**config.mk**
```make
export PLATFORM = sky130hd
export DESIGN_NAME = fp_mult_seq
export DESIGN_NICKNAME = d
export VERILOG_FILES = /design/src/rtl/fp_mult_seq.sv
export SDC_FILE = /design/constraint.sdc
export NUM_CORES = 1
export LEC_CHECK = 0
export BUFFER_PORTS_ARGS = -buffer_cell sky130_fd_sc_hd__buf_2
export CAP_MARGIN = 20
export CELL_PAD_IN_SITES_DETAIL_PLACEMENT = 1
export CELL_PAD_IN_SITES_GLOBAL_PLACEMENT = 1
export CORE_AREA = 4 4 148 150
export CTS_BUF_LIST = sky130_fd_sc_hd__clkbuf_4
export CTS_CLUSTER_DIAMETER = 50
export CTS_CLUSTER_SIZE = 10
export DETAILED_ROUTE_END_ITERATION = 6
export DIE_AREA = 0 0 152 154
export MAX_ROUTING_LAYER = met4
export PLACE_DENSITY_LB_ADDON = 0.1
export SYNTH_ARGS = -nofsm -noshare
export SYNTH_HDL_FRONTEND = slang
export SYNTH_SLANG_ARGS = --single-unit
```
**constraint.sdc**
```tcl
create_clock -name clk -period 8.58 [get_ports clk]
set_input_delay 1.716 -clock clk [delete_from_list [all_inputs] [get_ports clk]]
set_output_delay 1.716 -clock clk [all_outputs]
set_load 0.1 [all_outputs]
```
**src/rtl/fp_mult_seq.sv**
```systemverilog
// Iterative IEEE-754 multiplier: shift-add mantissa product one bit per cycle, RNE rounding, denormals flushed.
// Latency MAN_W+3 cycles from accepted start (2 for special operands); start_i is ignored while busy_o is high.
module fp_mult_seq #(
    parameter int EXP_W = 8,
    parameter int MAN_W = 23
) (
    input  logic                 clk,
    input  logic                 rst_n,
    input  logic                 start_i,
    input  logic [EXP_W+MAN_W:0] a_i,
    input  logic [EXP_W+MAN_W:0] b_i,
    output logic [EXP_W+MAN_W:0] product_o,
    output logic                 busy_o,
    output logic                 done_o,
    output logic                 nan_o,
    output logic                 infinit_o,
    output logic                 overflow_o,
    output logic                 underflow_o,
    output logic                 inexact_o
);

    localparam int W    = 1 + EXP_W + MAN_W;
    localparam int PW   = 2 * MAN_W + 2;
    localparam int CW   = $clog2(MAN_W + 1) + 1;
    localparam int BIAS = (1 << (EXP_W - 1)) - 1;
    localparam int EMAX = (1 << EXP_W) - 1;
    localparam logic [EXP_W+1:0] BIAS_X = (EXP_W + 2)'(BIAS);
    localparam logic [EXP_W+1:0] EMAX_X = (EXP_W + 2)'(EMAX);
    localparam logic [EXP_W-1:0] EMAX_F = '1;
    localparam logic [W-1:0]     QNAN   = {1'b0, EMAX_F, 1'b1, {(MAN_W - 1){1'b0}}};

    typedef enum logic [2:0] {S_IDLE, S_UNPACK, S_MULT, S_ROUND, S_DONE} state_t;

    state_t           r_state, w_state_nxt;
    logic [W-1:0]     r_a, r_b;
    logic [MAN_W:0]   r_hi, r_lo, r_ma;
    logic [CW-1:0]    r_cnt;
    logic [EXP_W+1:0] r_exp;
    logic             r_sign, r_special, r_spec_nan, r_spec_inf;
    logic [W-1:0]     r_spec_res;
    logic [W-1:0]     r_product;
    logic             r_nan, r_inf, r_ovf, r_unf, r_inex;

    // Operand classification, evaluated in UNPACK
    logic [EXP_W-1:0] w_ea, w_eb;
    logic [MAN_W-1:0] w_fa, w_fb;
    logic             w_sign, w_a_zero, w_b_zero, w_a_inf, w_b_inf, w_a_nan, w_b_nan;
    logic             w_is_nan, w_is_inf, w_special;

    assign w_ea      = r_a[W-2 -: EXP_W];
    assign w_eb      = r_b[W-2 -: EXP_W];
    assign w_fa      = r_a[MAN_W-1:0];
    assign w_fb      = r_b[MAN_W-1:0];
    assign w_sign    = r_a[W-1] ^ r_b[W-1];
    assign w_a_zero  = (w_ea == '0);
    assign w_b_zero  = (w_eb == '0);
    assign w_a_inf   = (w_ea == EMAX_F) && (w_fa == '0);
    assign w_b_inf   = (w_eb == EMAX_F) && (w_fb == '0);
    assign w_a_nan   = (w_ea == EMAX_F) && (w_fa != '0);
    assign w_b_nan   = (w_eb == EMAX_F) && (w_fb != '0);
    assign w_is_nan  = w_a_nan | w_b_nan | (w_a_inf & w_b_zero) | (w_b_inf & w_a_zero);
    assign w_is_inf  = w_a_inf | w_b_inf;
    assign w_special = w_is_nan | w_is_inf | w_a_zero | w_b_zero;

    // Shift-add step: accumulate into the upper half, shift the multiplier out of the lower half
    logic [MAN_W+1:0] w_sum;
    assign w_sum = {1'b0, r_hi} + (r_lo[0] ? {1'b0, r_ma} : '0);

    // Normalise, round to nearest even, range check
    logic [PW-1:0]    w_p;
    logic             w_msb, w_g, w_s, w_inc, w_ovf, w_unf;
    logic [PW-2:0]    w_norm;
    logic [MAN_W-1:0] w_frac;
    logic [MAN_W:0]   w_frac_rnd;
    logic [EXP_W+1:0] w_exp_rnd;

    assign w_p        = {r_hi, r_lo};
    assign w_msb      = w_p[PW-1];
    assign w_norm     = w_msb ? w_p[PW-2:0] : {w_p[PW-3:0], 1'b0};
    assign w_frac     = w_norm[PW-2 -: MAN_W];
    assign w_g        = w_norm[MAN_W];
    assign w_s        = |w_norm[MAN_W-1:0];
    assign w_inc      = w_g & (w_s | w_frac[0]);
    assign w_frac_rnd = {1'b0, w_frac} + {{MAN_W{1'b0}}, w_inc};
    assign w_exp_rnd  = r_exp + {{(EXP_W + 1){1'b0}}, w_msb} + {{(EXP_W + 1){1'b0}}, w_frac_rnd[MAN_W]};
    assign w_unf      = w_exp_rnd[EXP_W+1] | (w_exp_rnd == '0);
    assign w_ovf      = ~w_exp_rnd[EXP_W+1] & (w_exp_rnd >= EMAX_X);

    always_ff @(posedge clk or negedge rst_n) begin
        if (!rst_n) r_state <= S_IDLE;
        else        r_state <= w_state_nxt;
    end

    always_comb begin
        w_state_nxt = r_state;
        busy_o      = 1'b1;
        done_o      = 1'b0;
        case (r_state)
            S_IDLE: begin
                busy_o = 1'b0;
                if (start_i) w_state_nxt = S_UNPACK;
            end
            S_UNPACK: w_state_nxt = w_special ? S_ROUND : S_MULT;
            S_MULT:   if (r_cnt == '0) w_state_nxt = S_ROUND;
            S_ROUND:  w_state_nxt = S_DONE;
            S_DONE: begin
                done_o      = 1'b1;
                w_state_nxt = S_IDLE;
            end
            default:  w_state_nxt = S_IDLE;
        endcase
    end

    always_ff @(posedge clk or negedge rst_n) begin
        if (!rst_n) begin
            r_a <= '0;  r_b <= '0;  r_hi <= '0;  r_lo <= '0;  r_ma <= '0;
            r_cnt <= '0;  r_exp <= '0;  r_sign <= 1'b0;
            r_special <= 1'b0;  r_spec_nan <= 1'b0;  r_spec_inf <= 1'b0;  r_spec_res <= '0;
            r_product <= '0;  r_nan <= 1'b0;  r_inf <= 1'b0;
            r_ovf <= 1'b0;  r_unf <= 1'b0;  r_inex <= 1'b0;
        end else begin
            case (r_state)
                S_IDLE: if (start_i) begin
                    r_a <= a_i;
                    r_b <= b_i;
                end
                S_UNPACK: begin
                    r_sign     <= w_sign;
                    r_exp      <= {2'b00, w_ea} + {2'b00, w_eb} - BIAS_X;
                    r_special  <= w_special;
                    r_spec_nan <= w_is_nan;
                    r_spec_inf <= ~w_is_nan & w_is_inf;
                    r_spec_res <= w_is_nan ? QNAN :
                                  w_is_inf ? {w_sign, EMAX_F, {MAN_W{1'b0}}} : {w_sign, {(W - 1){1'b0}}};
                    r_hi       <= '0;
                    r_lo       <= {1'b1, w_fb};
                    r_ma       <= {1'b1, w_fa};
                    r_cnt      <= CW'(MAN_W);
                end
                S_MULT: begin
                    r_hi  <= w_sum[MAN_W+1:1];
                    r_lo  <= {w_sum[0], r_lo[MAN_W:1]};
                    r_cnt <= r_cnt - 1'b1;
                end
                S_ROUND: begin
                    r_nan <= 1'b0;  r_inf <= 1'b0;  r_ovf <= 1'b0;  r_unf <= 1'b0;
                    if (r_special) begin
                        r_product <= r_spec_res;
                        r_nan     <= r_spec_nan;
                        r_inf     <= r_spec_inf;
                        r_inex    <= 1'b0;
                    end else if (w_ovf) begin
                        r_product <= {r_sign, EMAX_F, {MAN_W{1'b0}}};
                        r_ovf     <= 1'b1;
                        r_inex    <= 1'b1;
                    end else if (w_unf) begin
                        r_product <= {r_sign, {(W - 1){1'b0}}};
                        r_unf     <= 1'b1;
                        r_inex    <= 1'b1;
                    end else begin
                        r_product <= {r_sign, w_exp_rnd[EXP_W-1:0], w_frac_rnd[MAN_W-1:0]};
                        r_inex    <= w_g | w_s;
                    end
                end
                default: ;
            endcase
        end
    end

    assign product_o   = r_product;
    assign nan_o       = r_nan;
    assign infinit_o   = r_inf;
    assign overflow_o  = r_ovf;
    assign underflow_o = r_unf;
    assign inexact_o   = r_inex;

endmodule

```
### Word level (Yosys, flattened, before mapping)

Index checks and enable logic that the tools add are counted.

* flip-flop bits (word level): 228
* input port bits: 67
* logic and storage cells: 96

* add/subtract/negate cells: 7
* order comparisons: 1
* eq/ne operators: 8
* multiplexer cells: 26
* bitwise gates (word level): 18
* reductions and logical operators: 17

Operators by type and width (number)
* 24-bit one-hot mux with 2 select lines: 2
* 31-bit two-way mux: 3
* 32-bit two-way mux: 2
* 47-bit two-way mux: 1
* 23-bit zero test: 2
* 23-bit nonzero test: 2
* 24-bit by 24-bit adder with 25-bit output: 1
* 23-bit by 1-bit adder with 24-bit output: 1
* 24-bit two-way mux: 1
* 23-bit OR reduction: 1
* 10-bit by 1-bit adder with 10-bit output: 2
* 8-bit == test, second input constant: 2
* 8-bit zero test: 2
* 1-bit two-way mux: 13
* 3-bit one-hot mux with 4 select lines: 1
* 6-bit one-hot mux with 2 select lines: 1
* 10-bit by 8-bit greater-or-equal comparator with 1-bit output, second input constant: 1
* 10-bit zero test: 1
* 1-bit OR: 10
* 9-bit by 7-bit subtractor with 10-bit output, second input constant: 1
* 8-bit by 8-bit adder with 9-bit output: 1
* 3-bit by 2-bit == test with 1-bit output, second input constant: 2
* 6-bit zero test: 1
* 3-bit two-way mux: 2
* 11 further kinds: 21

### Logic depth before layout (Yosys ltp)

* word-level depth: 11
* mapped depth: 17
* mapped depth without buffers: 15

### Worst setup path before layout

Ideal clock, no wire load.

* path kind: reg-to-output
* from: reg r_state[0]
* to: out done_o
* arrival: 2743 ps
* required time: 6864 ps
* setup slack: 4121 ps
* cell stages (with the launch flop): 3
* path buffers: 1
* path through: dfrtp_1 > clkbuf_1 > nor3b_1

* word-level cells in the longest chain between the ends: 2

RTL lines
* start, declared: line 34 `state_t r_state, w_state_nxt;`
* start signal, assigned: line 91 `else r_state <= w_state_nxt;`
* 3-bit == test: line 98 `case (r_state)`
* 1-bit two-way mux: line 98
* end, declared: line 14 `output logic done_o,`

No other way between the ends.

### Worst setup path after layout

* from: reg r_hi[2]
* to: reg r_product[22] (netlist: product_o[22])

* word-level cells in the longest chain between the ends: 8

RTL lines
* start, declared: line 36 `logic [MAN_W:0] r_hi, r_lo, r_ma;`
* start signal, assigned: line 141 `r_hi <= w_sum[MAN_W+1:1];`
* 47-bit two-way mux (*): line 79 `assign w_norm = w_msb ? w_p[PW-2:0] : {w_p[PW-3:0], 1'b0};`
* 23-bit by 1-bit adder with 24-bit output (*): line 84 `assign w_frac_rnd = {1'b0, w_frac} + {{MAN_W{1'b0}}, w_inc};`
* parallel branches: the longest is 4 deep, another holds 10-bit by 1-bit adder with 10-bit output
* 31-bit two-way mux (*): line 152 `end else if (w_ovf) begin`
* 32-bit two-way mux (*): line 147 `if (r_special) begin`
* end signal, assigned: line 148 `r_product <= r_spec_res;`
* end signal, assigned: line 153 `r_product <= {r_sign, EMAX_F, {MAN_W{1'b0}}};`
* end signal, assigned: line 157 `r_product <= {r_sign, {(W - 1){1'b0}}};`
* end, declared: line 41 `logic [W-1:0] r_product;`

Mark *: on every way between the ends.
A chain may end at the register's enable or synchronous reset.

==> results.py <==
metrics = {
    "finish": {
        "drive_above_1_share_pct": 18.60,
        "area_growth_pct": 10.19,
        "final_cells": 1448,
        "fin_nets": 1272,
    },
    "setup_path": {
        "startpoint_type": "flop",
        "worst_setup_path_end_kind": "flop",
        "cp_max_fo": 21,
        "crit_arrival_ns": 5.17,
        "crit_required_ns": 9.08,
        "crit_type": "flop to flop",
    },
    "die": {
        "rows": 53,
        "dieArea_mm2": 0.02341,
        "die_w_um": 152,
        "die_h_um": 154,
        "core-area_mm2": 0.02069,
        "ios": 106,
        "start_util_pct": 50.96,
    },
    "yosys": {
        "post-synth-top-count-cell": "nand2_1",
        "synth_edf_count": 0,
        "yosys.area.top_type_share_pct": 47.00,
        "synth_flop_cell": "dfrtp_1",
        "async_flop_share_pct": 100.0,
        "yosys_register_bits": 198,
        "syn_nets": 1186,
        "ys.warnings.count": 0,
        "netlist_area_mm2": 0.01054,
        "synth_cell_types": 59,
        "ys_top_cells_by_area": "dfrtp_1 47%, nand2_1 7.5%, mux2_2 6.6%",
        "ys_seq_area_share_pct": 47.00,
        "yosys.area.top_type": "dfrtp_1",
        "synthCells": 1073,
        "synthTopCellsByCount": "212 x nand2_1, 198 x dfrtp_1, 62 x mux2_2",
        "avgSynthCellArea_um2": 9.825,
    },
    "drt": {
        "drt_iter0_markers": 368,
        "ant_nets": 0,
        "drc_errors": 0,
        "detail_route.vias_per_cell": 5.671,
        "routedWlPerCell_um": 18.79,
        "vias": 8212,
        "routed_wl_um": 27200,
        "firstDrtPassIters": 4,
    },
    "sta": {
        "finalCritPeriodShare_pct": 54.47,
        "rsz0062_at_grt": "false",
        "max_slew_margin_pct": 42.82,
        "slew_violations": 0,
        "finalHoldViolCount": 0,
        "maxClockFrequency_mhz": 214.0,
        "setup_viol": 0,
        "fin_worst_skew_ns": 0.02633,
        "finalSetupTns_ns": 0,
        "fin_crit_ns": 4.674,
        "worstMarginPinSlew_ns": 0.8576,
    },
    "clock_network": {
        "h-tree-depth": 4,
        "worst_skew_pair.late_latency_ns": 0.60,
        "clock_path_buffers": 2,
        "cts_tree": "done",
        "cts_setup_buffers": 0,
        "cts_resized": 0,
        "numCtsBuffers": 17,
        "postCtsHoldBufs": 0,
        "cts-root-buf": "clkbuf_4",
        "cts_sinks": 198,
        "clk_pin_slew_ns": 0.16,
    },
    "run_status": {
        "status": "finished clean",
    },
    "global_route": {
        "antenna_found_initial": 1,
        "grt_pass1_wl_um": 45260,
        "gr-total-overflow": 0,
        "grt_pass1_vias": 8613,
        "grt_start_max_net_pins": 85,
        "grtUsageTotal_pct": 24.35,
    },
    "place": {
        "gp_congestion": 0.8664,
        "dp.cells": 1415,
        "portBuffers": 105,
        "dp_hpwl_um": 20260,
    },
    "min_path": {
        "hp-class": "flop to flop",
    },
    "job": {
        "drv_cap": 0,
    },
    "power_and_ir_drop": {
        "ir_worst_vdd_v": 0.0001725,
        "cellLeakagePower_nw": 5.406,
        "p_per_area_mw_per_mm2": 412.7,
    },
}
## critical path: stages (launching register included)
cell      delay [ns]
dfrtp_1         0.57
mux2i_1         0.18
nor3_1          0.56
nand2_1         0.26
nor2_1          0.40
nand2_1         0.15
fa_1            0.41
inv_1           0.09
ha_1            0.17
and3_1          0.22
nand3_1         0.14
xor2_1          0.18
o311ai_0        0.61
nor2_1          0.11
buf_4           0.23
a221o_1         0.30
## cells by family after synthesis
family / share of synthesized area [%]
adders and majority gates: 5.673
AOI/OAI and AO/OA: 12.81
DFF: 47.00
muxes: 8.355
and+or+nand+nor: 17.94
buffers and inverters: 2.658
xor gates and xnor gates: 5.566
## final timing paths
| kind | from | to | slack [ns] | depth (start not counted) |
|---|---|---|---|---|
| setup / recovery | r_hi[2] | product_o[22] | 3.91 | 15 |
| hold / removal | r_ma[8] | r_ma[8] | 0.49 | 2 |
| setup reg to reg | r_hi[2] | product_o[22] | 3.91 | 15 |
| hold reg to reg | r_ma[8] | r_ma[8] | 0.49 | 2 |
| max in group asynchronous | rst_n | r_hi[21] | 6.09 | 2 |
| min in group asynchronous | rst_n | product_o[14] | 1.14 | 1 |
## registers in the layout, summed over array words and instances, names as in the netlist
name,count
product_o,32
r_a,32
r_b,32
r_hi,24
r_lo,24
r_ma,24
r_exp,10
r_cnt,6
r_spec_res,3
r_state,3
inexact_o,1
infinit_o,1
nan_o,1
overflow_o,1
r_sign,1
r_spec_inf,1
r_special,1
underflow_o,1
## layout make-up
| cell class | count | area [µm²] |
|---|---|---|
| multi-input combinational | 804 | 5324 |
| fill | 2360 | 9072 |
| inverter | 23 | 86.33 |
| tap | 275 | 344.1 |
| clock buffer | 17 | 127.6 |
| sequential | 198 | 4955 |
| antenna | 1 | 2.502 |
| clock inverter | 15 | 168.9 |
| timing repair buffer | 115 | 609.3 |
## layer usage
metal | global-route usage (%) | vias to the layer above | wire length, µm
met1 | 34.86 | 4081 | 13150
li1 | - | 3958 | -
met4 | 4.923 | 0 | 255
met2 | 37.51 | 153 | 12590
met5 | - | - | 0
met3 | 3.462 | 20 | 1202
## metrics by stage
| stage | hold slack, ns | utilization [%] | power, mW | instance area (µm²) | setup slack [ns] |
|---|---|---|---|---|---|
| after global placement | 0.4435 | 54.70 | 4.206 | 11320 | 4.182 |
| final | 0.4873 | 56.15 | 4.795 | 11620 | 3.906 |
| after detailed placement | 0.4540 | 54.70 | 4.316 | 11320 | 3.929 |
| after CTS | 0.4923 | 56.14 | 4.839 | 11610 | 3.899 |
| after global routing | 0.5210 | 56.15 | 5.176 | 11620 | 3.561 |
| after floorplan | 0.4252 | - | 3.637 | 10540 | 4.121 |
## cells in the final DEF, fill, tap and decap left out, types with 3 or more instances in the layout
| master | instances |
|---|---|
| nand3_1 | 37 |
| nand2b_1 | 6 |
| nand2_1 | 212 |
| nor4_1 | 20 |
| a21boi_0 | 4 |
| dfrtp_1 | 198 |
| inv_1 | 22 |
| mux2_2 | 62 |
| fa_1 | 3 |
| a211oi_1 | 4 |
| a22oi_1 | 27 |
| o21ai_0 | 49 |
| buf_4 | 10 |
| nor2_1 | 49 |
| clkinv_8 | 3 |
| o211ai_1 | 8 |
| o21a_1 | 5 |
| a21oi_1 | 36 |
| buf_2 | 104 |
| and2_1 | 24 |
| a31oi_1 | 4 |
| nand3b_1 | 4 |
| nor3b_1 | 4 |
| o21bai_1 | 4 |
| a22o_1 | 25 |
| xor2_1 | 24 |
| nand4_1 | 13 |
| mux2i_1 | 16 |
| ha_1 | 43 |
| nor3_1 | 8 |
| nor2b_1 | 9 |
| xnor2_1 | 43 |
| inv_6 | 4 |
| clkbuf_4 | 17 |
| a21o_1 | 13 |
| and3_1 | 11 |
| or3_1 | 3 |
## report_power, final
group	switching, mW	internal [mW]	leakage [nW]
Sequential	0.444	1.35	2.47
Clock	0.359	0.157	0.153
Combinational	1.60	0.877	2.78
(Power assumes the default switching activity.)
